[config.mk]
export PLATFORM = sky130hd
export DESIGN_NAME = adc_freq_front
export DESIGN_NICKNAME = d
export VERILOG_FILES = /design/src/rtl/adc_freq_pkg.sv /design/src/rtl/serial_div.sv /design/src/rtl/adc_freq_front.sv
export SDC_FILE = /design/constraint.sdc
export NUM_CORES = 1
export LEC_CHECK = 0
export ABC_AREA = 1
export BUFFER_PORTS_ARGS = -buffer_cell sky130_fd_sc_hd__clkbuf_2
export CAP_MARGIN = 5
export CORE_ASPECT_RATIO = 1.4
export CORE_UTILIZATION = 50
export CTS_BUF_LIST = sky130_fd_sc_hd__clkbuf_4 sky130_fd_sc_hd__clkbuf_8
export DETAILED_ROUTE_END_ITERATION = 8
export PLACE_DENSITY = 0.67
export REMOVE_ABC_BUFFERS = 1
export SLEW_MARGIN = 40
export SYNTH_ARGS = -nofsm -noshare
export SYNTH_HDL_FRONTEND = slang
export SYNTH_SLANG_ARGS = --single-unit
[constraint.sdc]
create_clock -name clk_100MHz -period 2.7 [get_ports clk_100MHz]
set_input_delay 0.135 -clock clk_100MHz [delete_from_list [all_inputs] [get_ports clk_100MHz]]
set_output_delay 0.135 -clock clk_100MHz [all_outputs]
set_load 0.05 [all_outputs]
[src/rtl/adc_freq_pkg.sv]
// Shared types and default parameters for the ADC front-end and its frequency counter.
package adc_freq_pkg;

  typedef enum logic [2:0] {
    StIdle,
    StArm,
    StMeas,
    StClose,
    StDiv
  } state_e;

  localparam int unsigned DefDataW    = 8;
  localparam int unsigned DefDivW     = 16;
  localparam int unsigned DefCntW     = 24;
  localparam int unsigned DefMidpoint = 128;
  localparam int unsigned DefHyst     = 8;

endpackage

[src/rtl/serial_div.sv]
// Restoring unsigned divider, one quotient bit per cycle; done pulses W edges after start is taken.
module serial_div #(
  parameter int unsigned W = 24
) (
  input  logic         clk_i,
  input  logic         rst_ni,
  input  logic         start_i,
  input  logic [W-1:0] dividend_i,
  input  logic [W-1:0] divisor_i,
  output logic         done_o,
  output logic [W-1:0] quotient_o
);

  localparam int unsigned CW = $clog2(W + 1);

  logic [W-1:0]  rem_q, rem_d;
  logic [W-1:0]  quo_q, quo_d;
  logic [W-1:0]  dvs_q, dvs_d;
  logic [CW-1:0] cnt_q, cnt_d;
  logic          done_q, done_d;
  logic [W:0]    shifted;
  logic [W:0]    diff;

  always_comb begin
    rem_d   = rem_q;
    quo_d   = quo_q;
    dvs_d   = dvs_q;
    cnt_d   = cnt_q;
    done_d  = 1'b0;
    shifted = {rem_q, quo_q[W-1]};
    diff    = shifted - {1'b0, dvs_q};
    if (cnt_q != '0) begin
      // Borrow out of the trial subtraction means the partial remainder was too small.
      if (!diff[W]) begin
        rem_d = diff[W-1:0];
        quo_d = {quo_q[W-2:0], 1'b1};
      end else begin
        rem_d = shifted[W-1:0];
        quo_d = {quo_q[W-2:0], 1'b0};
      end
      cnt_d  = cnt_q - CW'(1);
      done_d = (cnt_q == CW'(1));
    end else if (start_i) begin
      rem_d = '0;
      quo_d = dividend_i;
      dvs_d = divisor_i;
      cnt_d = CW'(W);
    end
  end

  always_ff @(posedge clk_i) begin
    if (!rst_ni) begin
      rem_q  <= '0;
      quo_q  <= '0;
      dvs_q  <= '0;
      cnt_q  <= '0;
      done_q <= 1'b0;
    end else begin
      rem_q  <= rem_d;
      quo_q  <= quo_d;
      dvs_q  <= dvs_d;
      cnt_q  <= cnt_d;
      done_q <= done_d;
    end
  end

  assign done_o     = done_q;
  assign quotient_o = quo_q;

endmodule

[src/rtl/adc_freq_front.sv]
// ADC front-end: programmable sample clock, sample capture, Schmitt crossing detect and
// reciprocal period measurement over a programmable gate with timeout reporting.
module adc_freq_front
  import adc_freq_pkg::*;
#(
  parameter int unsigned DATA_W   = DefDataW,
  parameter int unsigned DIV_W    = DefDivW,
  parameter int unsigned CNT_W    = DefCntW,
  parameter int unsigned MIDPOINT = DefMidpoint,
  parameter int unsigned HYST     = DefHyst
) (
  input  logic              clk_100MHz,
  input  logic              Rst,
  input  logic [DIV_W-1:0]  Div,
  input  logic [CNT_W-1:0]  Gate_Cycles,
  input  logic [DATA_W-1:0] ADC_Data,
  output logic              clk_ADC,
  output logic              ADC_En,
  output logic [DATA_W-1:0] Sample,
  output logic              Sample_Valid,
  output logic [CNT_W-1:0]  Period,
  output logic              Period_Valid,
  output logic              Timeout
);

  localparam logic [CNT_W-1:0]  CntMax = '1;
  localparam logic [DATA_W-1:0] HiThr  = DATA_W'(MIDPOINT + HYST);
  localparam logic [DATA_W-1:0] LoThr  = DATA_W'(MIDPOINT - HYST);

  logic [DIV_W-1:0]  div_cnt_q, div_cnt_d, div_len_q, div_len_d, div_sat;
  logic              clk_adc_q, clk_adc_d, tc;
  logic              adc_en_q;
  logic [DATA_W-1:0] sample_q, sample_d;
  logic              sample_valid_q, sample_valid_d;
  logic              schmitt_q, schmitt_d, xr_q, xr_d;
  state_e            state_q, state_d;
  logic [CNT_W-1:0]  t_q, t_d, n_q, n_d, g_q, g_d, w_q, w_d;
  logic [CNT_W-1:0]  period_q, period_d, div_quo;
  logic              period_valid_q, period_valid_d, timeout_q, timeout_d;
  logic              div_start, div_done;

  assign div_sat = (Div == '0) ? DIV_W'(1) : Div;

  // Sample clock, capture and Schmitt trigger.
  always_comb begin
    tc             = (div_cnt_q == div_len_q - DIV_W'(1));
    div_cnt_d      = tc ? '0 : div_cnt_q + DIV_W'(1);
    div_len_d      = tc ? div_sat : div_len_q;
    clk_adc_d      = clk_adc_q ^ tc;
    sample_valid_d = tc & clk_adc_q;
    sample_d       = sample_valid_d ? ADC_Data : sample_q;
    schmitt_d      = schmitt_q;
    xr_d           = 1'b0;
    if (sample_valid_q) begin
      if (!schmitt_q && (sample_q >= HiThr)) begin
        schmitt_d = 1'b1;
        xr_d      = 1'b1;
      end else if (schmitt_q && (sample_q <= LoThr)) begin
        schmitt_d = 1'b0;
      end
    end
  end

  // Measurement FSM.
  always_comb begin
    state_d        = state_q;
    t_d            = t_q;
    n_d            = n_q;
    g_d            = g_q;
    w_d            = '0;
    period_d       = period_q;
    period_valid_d = 1'b0;
    timeout_d      = timeout_q;
    div_start      = 1'b0;
    unique case (state_q)
      StIdle: state_d = StArm;
      StArm: begin
        if (xr_q) begin
          t_d     = '0;
          n_d     = '0;
          g_d     = Gate_Cycles;
          state_d = StMeas;
        end else if (w_q == CntMax - 1'b1) begin
          timeout_d = 1'b1;
        end else begin
          w_d = w_q + 1'b1;
        end
      end
      StMeas: begin
        t_d = t_q + 1'b1;
        if (t_q == CntMax - 1'b1) begin
          timeout_d = 1'b1;
          state_d   = StArm;
        end else begin
          if (xr_q) n_d = n_q + 1'b1;
          if (t_q >= g_q) state_d = StClose;
        end
      end
      StClose: begin
        t_d = t_q + 1'b1;
        if (t_q == CntMax - 1'b1) begin
          timeout_d = 1'b1;
          state_d   = StArm;
        end else if (xr_q) begin
          // Divider loads t_d/n_d on the DIV-entry edge.
          n_d       = n_q + 1'b1;
          div_start = 1'b1;
          state_d   = StDiv;
        end
      end
      StDiv: begin
        if (div_done) begin
          period_d       = div_quo;
          period_valid_d = 1'b1;
          timeout_d      = 1'b0;
          state_d        = StArm;
        end
      end
      default: state_d = StIdle;
    endcase
  end

  always_ff @(posedge clk_100MHz) begin
    if (!Rst) begin
      div_cnt_q      <= '0;
      div_len_q      <= div_sat;
      clk_adc_q      <= 1'b0;
      adc_en_q       <= 1'b0;
      sample_q       <= '0;
      sample_valid_q <= 1'b0;
      schmitt_q      <= 1'b0;
      xr_q           <= 1'b0;
      state_q        <= StIdle;
      t_q            <= '0;
      n_q            <= '0;
      g_q            <= '0;
      w_q            <= '0;
      period_q       <= '0;
      period_valid_q <= 1'b0;
      timeout_q      <= 1'b0;
    end else begin
      div_cnt_q      <= div_cnt_d;
      div_len_q      <= div_len_d;
      clk_adc_q      <= clk_adc_d;
      adc_en_q       <= 1'b1;
      sample_q       <= sample_d;
      sample_valid_q <= sample_valid_d;
      schmitt_q      <= schmitt_d;
      xr_q           <= xr_d;
      state_q        <= state_d;
      t_q            <= t_d;
      n_q            <= n_d;
      g_q            <= g_d;
      w_q            <= w_d;
      period_q       <= period_d;
      period_valid_q <= period_valid_d;
      timeout_q      <= timeout_d;
    end
  end

  serial_div #(
    .W(CNT_W)
  ) u_div (
    .clk_i      (clk_100MHz),
    .rst_ni     (Rst),
    .start_i    (div_start),
    .dividend_i (t_d),
    .divisor_i  (n_d),
    .done_o     (div_done),
    .quotient_o (div_quo)
  );

  assign clk_ADC      = clk_adc_q;
  assign ADC_En       = adc_en_q;
  assign Sample       = sample_q;
  assign Sample_Valid = sample_valid_q;
  assign Period       = period_q;
  assign Period_Valid = period_valid_q;
  assign Timeout      = timeout_q;

endmodule

-- Word level (Yosys, flattened, before mapping)
Cells that the tools add are included.
- $add $sub $neg: 7
- order comparisons: 3
- eq/ne operators: 16
- multiplexer cells: 37
- bitwise operators: 5
- reduce and logical (&&, ||, !) cells: 21
- operators with widths (kind ; number):
    $mux 24 ; 9
    $pmux 24 s2 ; 2
    $add 24x1->24 const B ; 3
    $eq 24x24->1 const B ; 2
    $mux 16 ; 3
    $sub 25x24->25 ; 1
    $ge 24x24->1 ; 1
    $mux 3 ; 6
    $add 16x1->16 const B ; 1
    $eq 16x16->1 ; 1
    $logic_not 16->1 ; 1
    $sub 16x1->16 const B ; 1
    $pmux 3 s5 ; 1
    $reduce_and 2->1 ; 7
    $mux 1 ; 13
    $mux 5 ; 2
    $ge 8x8->1 const B ; 1
    $le 8x7->1 const B ; 1
    $eq 3x2->1 const B ; 2
    $ne 2x1->1 const B ; 3
    $ne 2x2->1 const B ; 3
    $ne 3x3->1 const B ; 2
    $eq 5x1->1 const B ; 1
    $reduce_and 5->1 ; 1
    other kinds (16) ; 21
- flip-flop bits (word level): 248
- bits of input ports: 50
- output and inout bits: 37
- word-level logic and storage cells: 110

-- Logic depth before layout (Yosys ltp)
- word-level depth: 5
- gate-level depth with buffers: 18
- depth with buffers taken out: 17

-- By module
A second synthesis with hierarchy kept.
- cell total of the unflattened synthesis: 2179
- area total of the unflattened synthesis: 14443.9 um^2
- by module, submodules not included (module ; instances ; cells an instance ; area an instance (um^2) ; seq. area each (um^2)):
    adc_freq_front ; 1 ; 1358 ; 9354.0 ; 3563.4
    serial_div ; 1 ; 821 ; 5089.9 ; 1561.5

-- Worst setup path before layout
Ideal clock, no wire load.
- path kind: register -> register
- start point: reg div_len_q[0]
- end point: reg sample_q[7] (netlist: Sample[7])
- library setup time: 0.122 ns
- data arrival time: 2.290 ns
- data required time: 2.578 ns
- slack: 0.288 ns
- stages on the path, launching flop included: 18
- path buffers: 1
- period minus slack after synthesis: 2.412 ns
- path through: edfxtp_1 inv_1 ha_1 nand2_1 nor2_4 nand2_1 nand2_1 nand2_1 xor2_1 nand2_1 nor2_1 nand3_2 inv_1 ha_1 clkbuf_1 clkinv_1 o21ai_0 a21oi_1
- cells in the longest elaborated chain, start to end: 3
- ends and longest elaborated chain (what ; RTL line ; RTL):
    from (decl) ; adc_freq_front.sv:30 ; logic [DIV_W-1:0] div_cnt_q, div_cnt_d, div_len_q, div_len_d, div_sat;
    from (signal assigned) ; adc_freq_front.sv:126 ; div_len_q <= div_sat;
    from (signal assigned) ; adc_freq_front.sv:143 ; div_len_q <= div_len_d;
    $sub 16x1->16 ; adc_freq_front.sv:46 ; tc = (div_cnt_q == div_len_q - DIV_W'(1));
    $eq 16x16->1 ; adc_freq_front.sv:46 ;
    $and 1x1->1 ; adc_freq_front.sv:50 ; sample_valid_d = tc & clk_adc_q;
    net sample_valid_d ; adc_freq_front.sv:34 ; logic sample_valid_q, sample_valid_d;
    to (signal assigned) ; adc_freq_front.sv:146 ; sample_q <= sample_d;
    to (decl) ; adc_freq_front.sv:33 ; logic [DATA_W-1:0] sample_q, sample_d;
The timed path passes the listed nets, and every way through them passes these cells.
A chain may end at the register's enable or synchronous reset.

-- Worst setup path in the final report
- start point: reg u_div.quo_q[23] (netlist: u_div.quotient_o[23])
- end point: reg u_div.rem_q[18]
- cells in the longest elaborated chain, start to end: 3
- ends and longest elaborated chain (what ; RTL line ; RTL):
    from (decl) ; serial_div.sv:17 ; logic [W-1:0] quo_q, quo_d;
    from (signal assigned) ; serial_div.sv:60 ; quo_q <= quo_d;
    $sub 25x24->25 ; serial_div.sv:31 ; diff = shifted - {1'b0, dvs_q};
    $mux 24 ; serial_div.sv:34 ; if (!diff[W]) begin
    $mux 24 ; serial_div.sv:32 ; if (cnt_q != '0) begin
    to (signal assigned) ; serial_div.sv:59 ; rem_q <= rem_d;
    to (decl) ; serial_div.sv:16 ; logic [W-1:0] rem_q, rem_d;
No other way between the ends.

==> impl_metrics.json <==
{
  "status": "finished, final reports clean",
  "routabilityCongestion": 0.953,
  "hold_slack_ns": 0.104,
  "num_antenna_cells": 0,
  "clk_pin_slew_ns": 0.06,
  "setup_ws_ns": 0.254,
  "seq_area_frac_synth": 0.366,
  "yosysTopAreaCellShare": 0.332,
  "crit_slowest_cell": "fa_1",
  "dieArea_mm2": 0.0287,
  "cp_data_arrival_time_ns": 2.94,
  "max_freq_mhz": 409,
  "cts_sinks": 248,
  "grt_util_all_layers": 0.270,
  "max_stage_delay_ns": 0.42,
  "cp-start-kind": "flop",
  "pre_cts_slack_ns": 0.186,
  "skew_ns": 0.0154,
  "synth_cells": 2102,
  "fp.dieW_um": 143,
  "detailed_place_hpwl_um": 27400,
  "finalHoldViolCount": 0,
  "yosysMostFrequentCell": "nand2_1",
  "slew_violations": 0,
  "drc": 0,
  "cts_tree": "built",
  "synth_top_area_cell": "dfxtp_1",
  "ioPinCount": 87,
  "finalSetupViolCount": 0,
  "rows": 72,
  "max-slew-margin-rel": 0.537,
  "grt_start_max_net_pins": 47,
  "synth_flop_cell": "dfxtp_1",
  "cap_violations": 0,
  "first_global_vias": 13100,
  "period_share": 0.906,
  "layout-drive-gt1-share": 0.104,
  "peakVddDrop_mv": 0.361,
  "startpoint": "u_div.quotient_o[23]",
  "firstDrtPassIters": 7,
  "hold_start": "Rst",
  "tightest_slew_ns": 0.693,
  "powerDensity_mw_per_mm2": 788,
  "layout.nets": 2341,
  "start_util": 0.508,
  "drtAntennaViolNets": 0,
  "synth.area.top_cells": "dfxtp_1 33%, nand2_1 15%, inv_1 7.5%, nor2_1 6.0%, nand3_1 5.4%",
  "totalPowerFinal_mw": 12.9,
  "vias_per_cell": 5.23,
  "cts_made_buffers": 41,
  "syn_avg_cell_area_um2": 6.66,
  "r2r-start": "u_div.quotient_o[23]",
  "endpoint_kind": "flop",
  "drt_iter0_drc": 734,
  "cpMostUsedCell": "nand2_1",
  "rsz0062_at_grt": "yes",
  "gr-total-overflow": 0,
  "post_drt_wl_per_cell_um": 14.3,
  "core_area_mm2": 0.0276,
  "synth_area_mm2": 0.0140,
  "yosys_register_bits": 248,
  "antenna_found_initial": 0,
  "clock_path_buffers": 3,
  "path_max_fanout": 19,
  "area_growth_pct": 16.5,
  "wirelength_um": 37700,
  "timing.final.crit_period_ns": 2.45,
  "crit_chain": "inv_1, ha_1, inv_1, fa_1, nand2_1, nand2_1, nand3_1, nand2_1, nand2_1, nand4_1, nand2_2, buf_12, nand2_1, nand2_1, nand2_1, a21oi_1",
  "yosysWarnings": 0,
  "p_leak_nw": 7.18,
  "async_flop_share": 0,
  "hp-class": "in -> reg",
  "htreeDepth": 2,
  "worst-setup-path-type": "reg -> reg",
  "synth_edf_count": 16,
  "finalSetupTns_ns": 0,
  "die_y_um": 200,
  "grt_pass1_wl_um": 61900,
  "clk_root_buffer_cell": "clkbuf_8",
  "synth_common_cells": "541 x nand2_1, 281 x inv_1, 232 x dfxtp_1",
  "required_ns": 3.19,
  "port_buffers": 86,
  "clk-insertion-delay-late_ns": 0.57,
  "vias": 13800,
  "ys_types": 52
}
==> timing repair <==
item | in CTS | in global routing
hold buffers | 48 | 0
endpoints found under the setup margin | 0 | 12
resized for setup | 0 | 9
setup buffers | 0 | 1
endpoints found under the hold margin | 48 | 0
==> metrics by stage <==
step	instance area [um^2]	std cells	utilization
2_1_floorplan	13600	2024	-
3_3_place_gp	14800	2508	0.536
3_5_place_dp	14800	2508	0.536
4_1_cts	16300	2627	0.590
5_1_grt	16300	2629	0.591
6_report	16300	2629	0.591
==> cell usage in the layout, fill, tap and decap left out, types with 7 or more instances in the layout <==
cell and count:
a21oi_1 139, a31oi_1 11, buf_4 26, clkbuf_2 85, clkbuf_4 7, clkbuf_8 57, dfxtp_1 232, dlygate4sd3_1 48
edfxtp_1 16, ha_1 58, inv_1 279, inv_2 10, nand2_1 541, nand3_1 151, nand3b_1 21, nand4_1 30
nor2_1 219, nor2_2 12, nor3_1 31, nor4_1 11, o21ai_0 135, o21ai_1 7, o21bai_1 7, o22ai_1 11
xnor2_1 13, xor2_1 35
==> layout make-up <==
| class | instances | area [um^2] |
|---|---|---|
| inverter | 293 | 1110 |
| fill | 2666 | 11300 |
| clock inverter | 7 | 165 |
| timing repair buffer | 163 | 1160 |
| timing repair inverter | 1 | 5.00 |
| sequential | 248 | 5120 |
| clock buffer | 64 | 837 |
| tap | 370 | 463 |
| multi-input combinational | 1483 | 7440 |
==> registers in the layout (all words and copies together), names as in the netlist <==
signal / flops
u_div.dvs_q: 24
t_q: 24
schmitt_q: 1
Period: 24
u_div.done_o: 1
div_cnt_q: 16
ADC_En: 1
g_q: 24
Sample_Valid: 1
n_q: 24
div_len_q: 16
Period_Valid: 1
xr_q: 1
w_q: 24
Sample: 8
u_div.cnt_q: 5
u_div.quotient_o: 24
u_div.rem_q: 24
Timeout: 1
clk_ADC: 1
state_q: 3
==> path summary, 6_finish.rpt <==
| path | endpoint | slack [ns] | cells after the start |
|---|---|---|---|
| worst min-delay path | state_q[0] | 0.10 | 3 |
| worst max register to register | u_div.rem_q[18] | 0.25 | 16 |
| worst min register to register | u_div.dvs_q[6] | 0.45 | 2 |
| worst max-delay path | u_div.rem_q[18] | 0.25 | 16 |
==> worst max-delay path: cells and delay by family, from the launching register on <==
| kind | cells | cell delay, ns |
|---|---|---|
| and+or+nand+nor | 10 | 0.99 |
| adders and majority gates | 2 | 0.58 |
| buffers and inverters | 3 | 0.35 |
| DFF | 1 | 0.30 |
| AOI/OAI and AO/OA | 1 | 0.13 |
==> cells by family after synthesis <==
logic type | share of synthesized area
AOI/OAI and AO/OA | 0.125
buffers and inverters | 0.104
and+or+nand+nor | 0.321
adders and majority gates | 0.0542
DFF | 0.366
xor gates and xnor gates | 0.0300
==> per-layer routing <==
layer / GRT usage / wire length (um) / up-vias
li1: - / - / 7033
met5: 0 / 0 / -
met2: 0.505 / 19100 / 368
met1: 0.294 / 15200 / 6255
met4: 0.131 / 1560 / 0
met3: 0.0415 / 1810 / 104
==> power breakdown <==
group | switching, mW | internal (mW)
sequential | 0.140 | 3.89
clock | 1.56 | 2.44
combinational | 3.17 | 1.66
No activity file was read; power rests on OpenSTA's default activity.
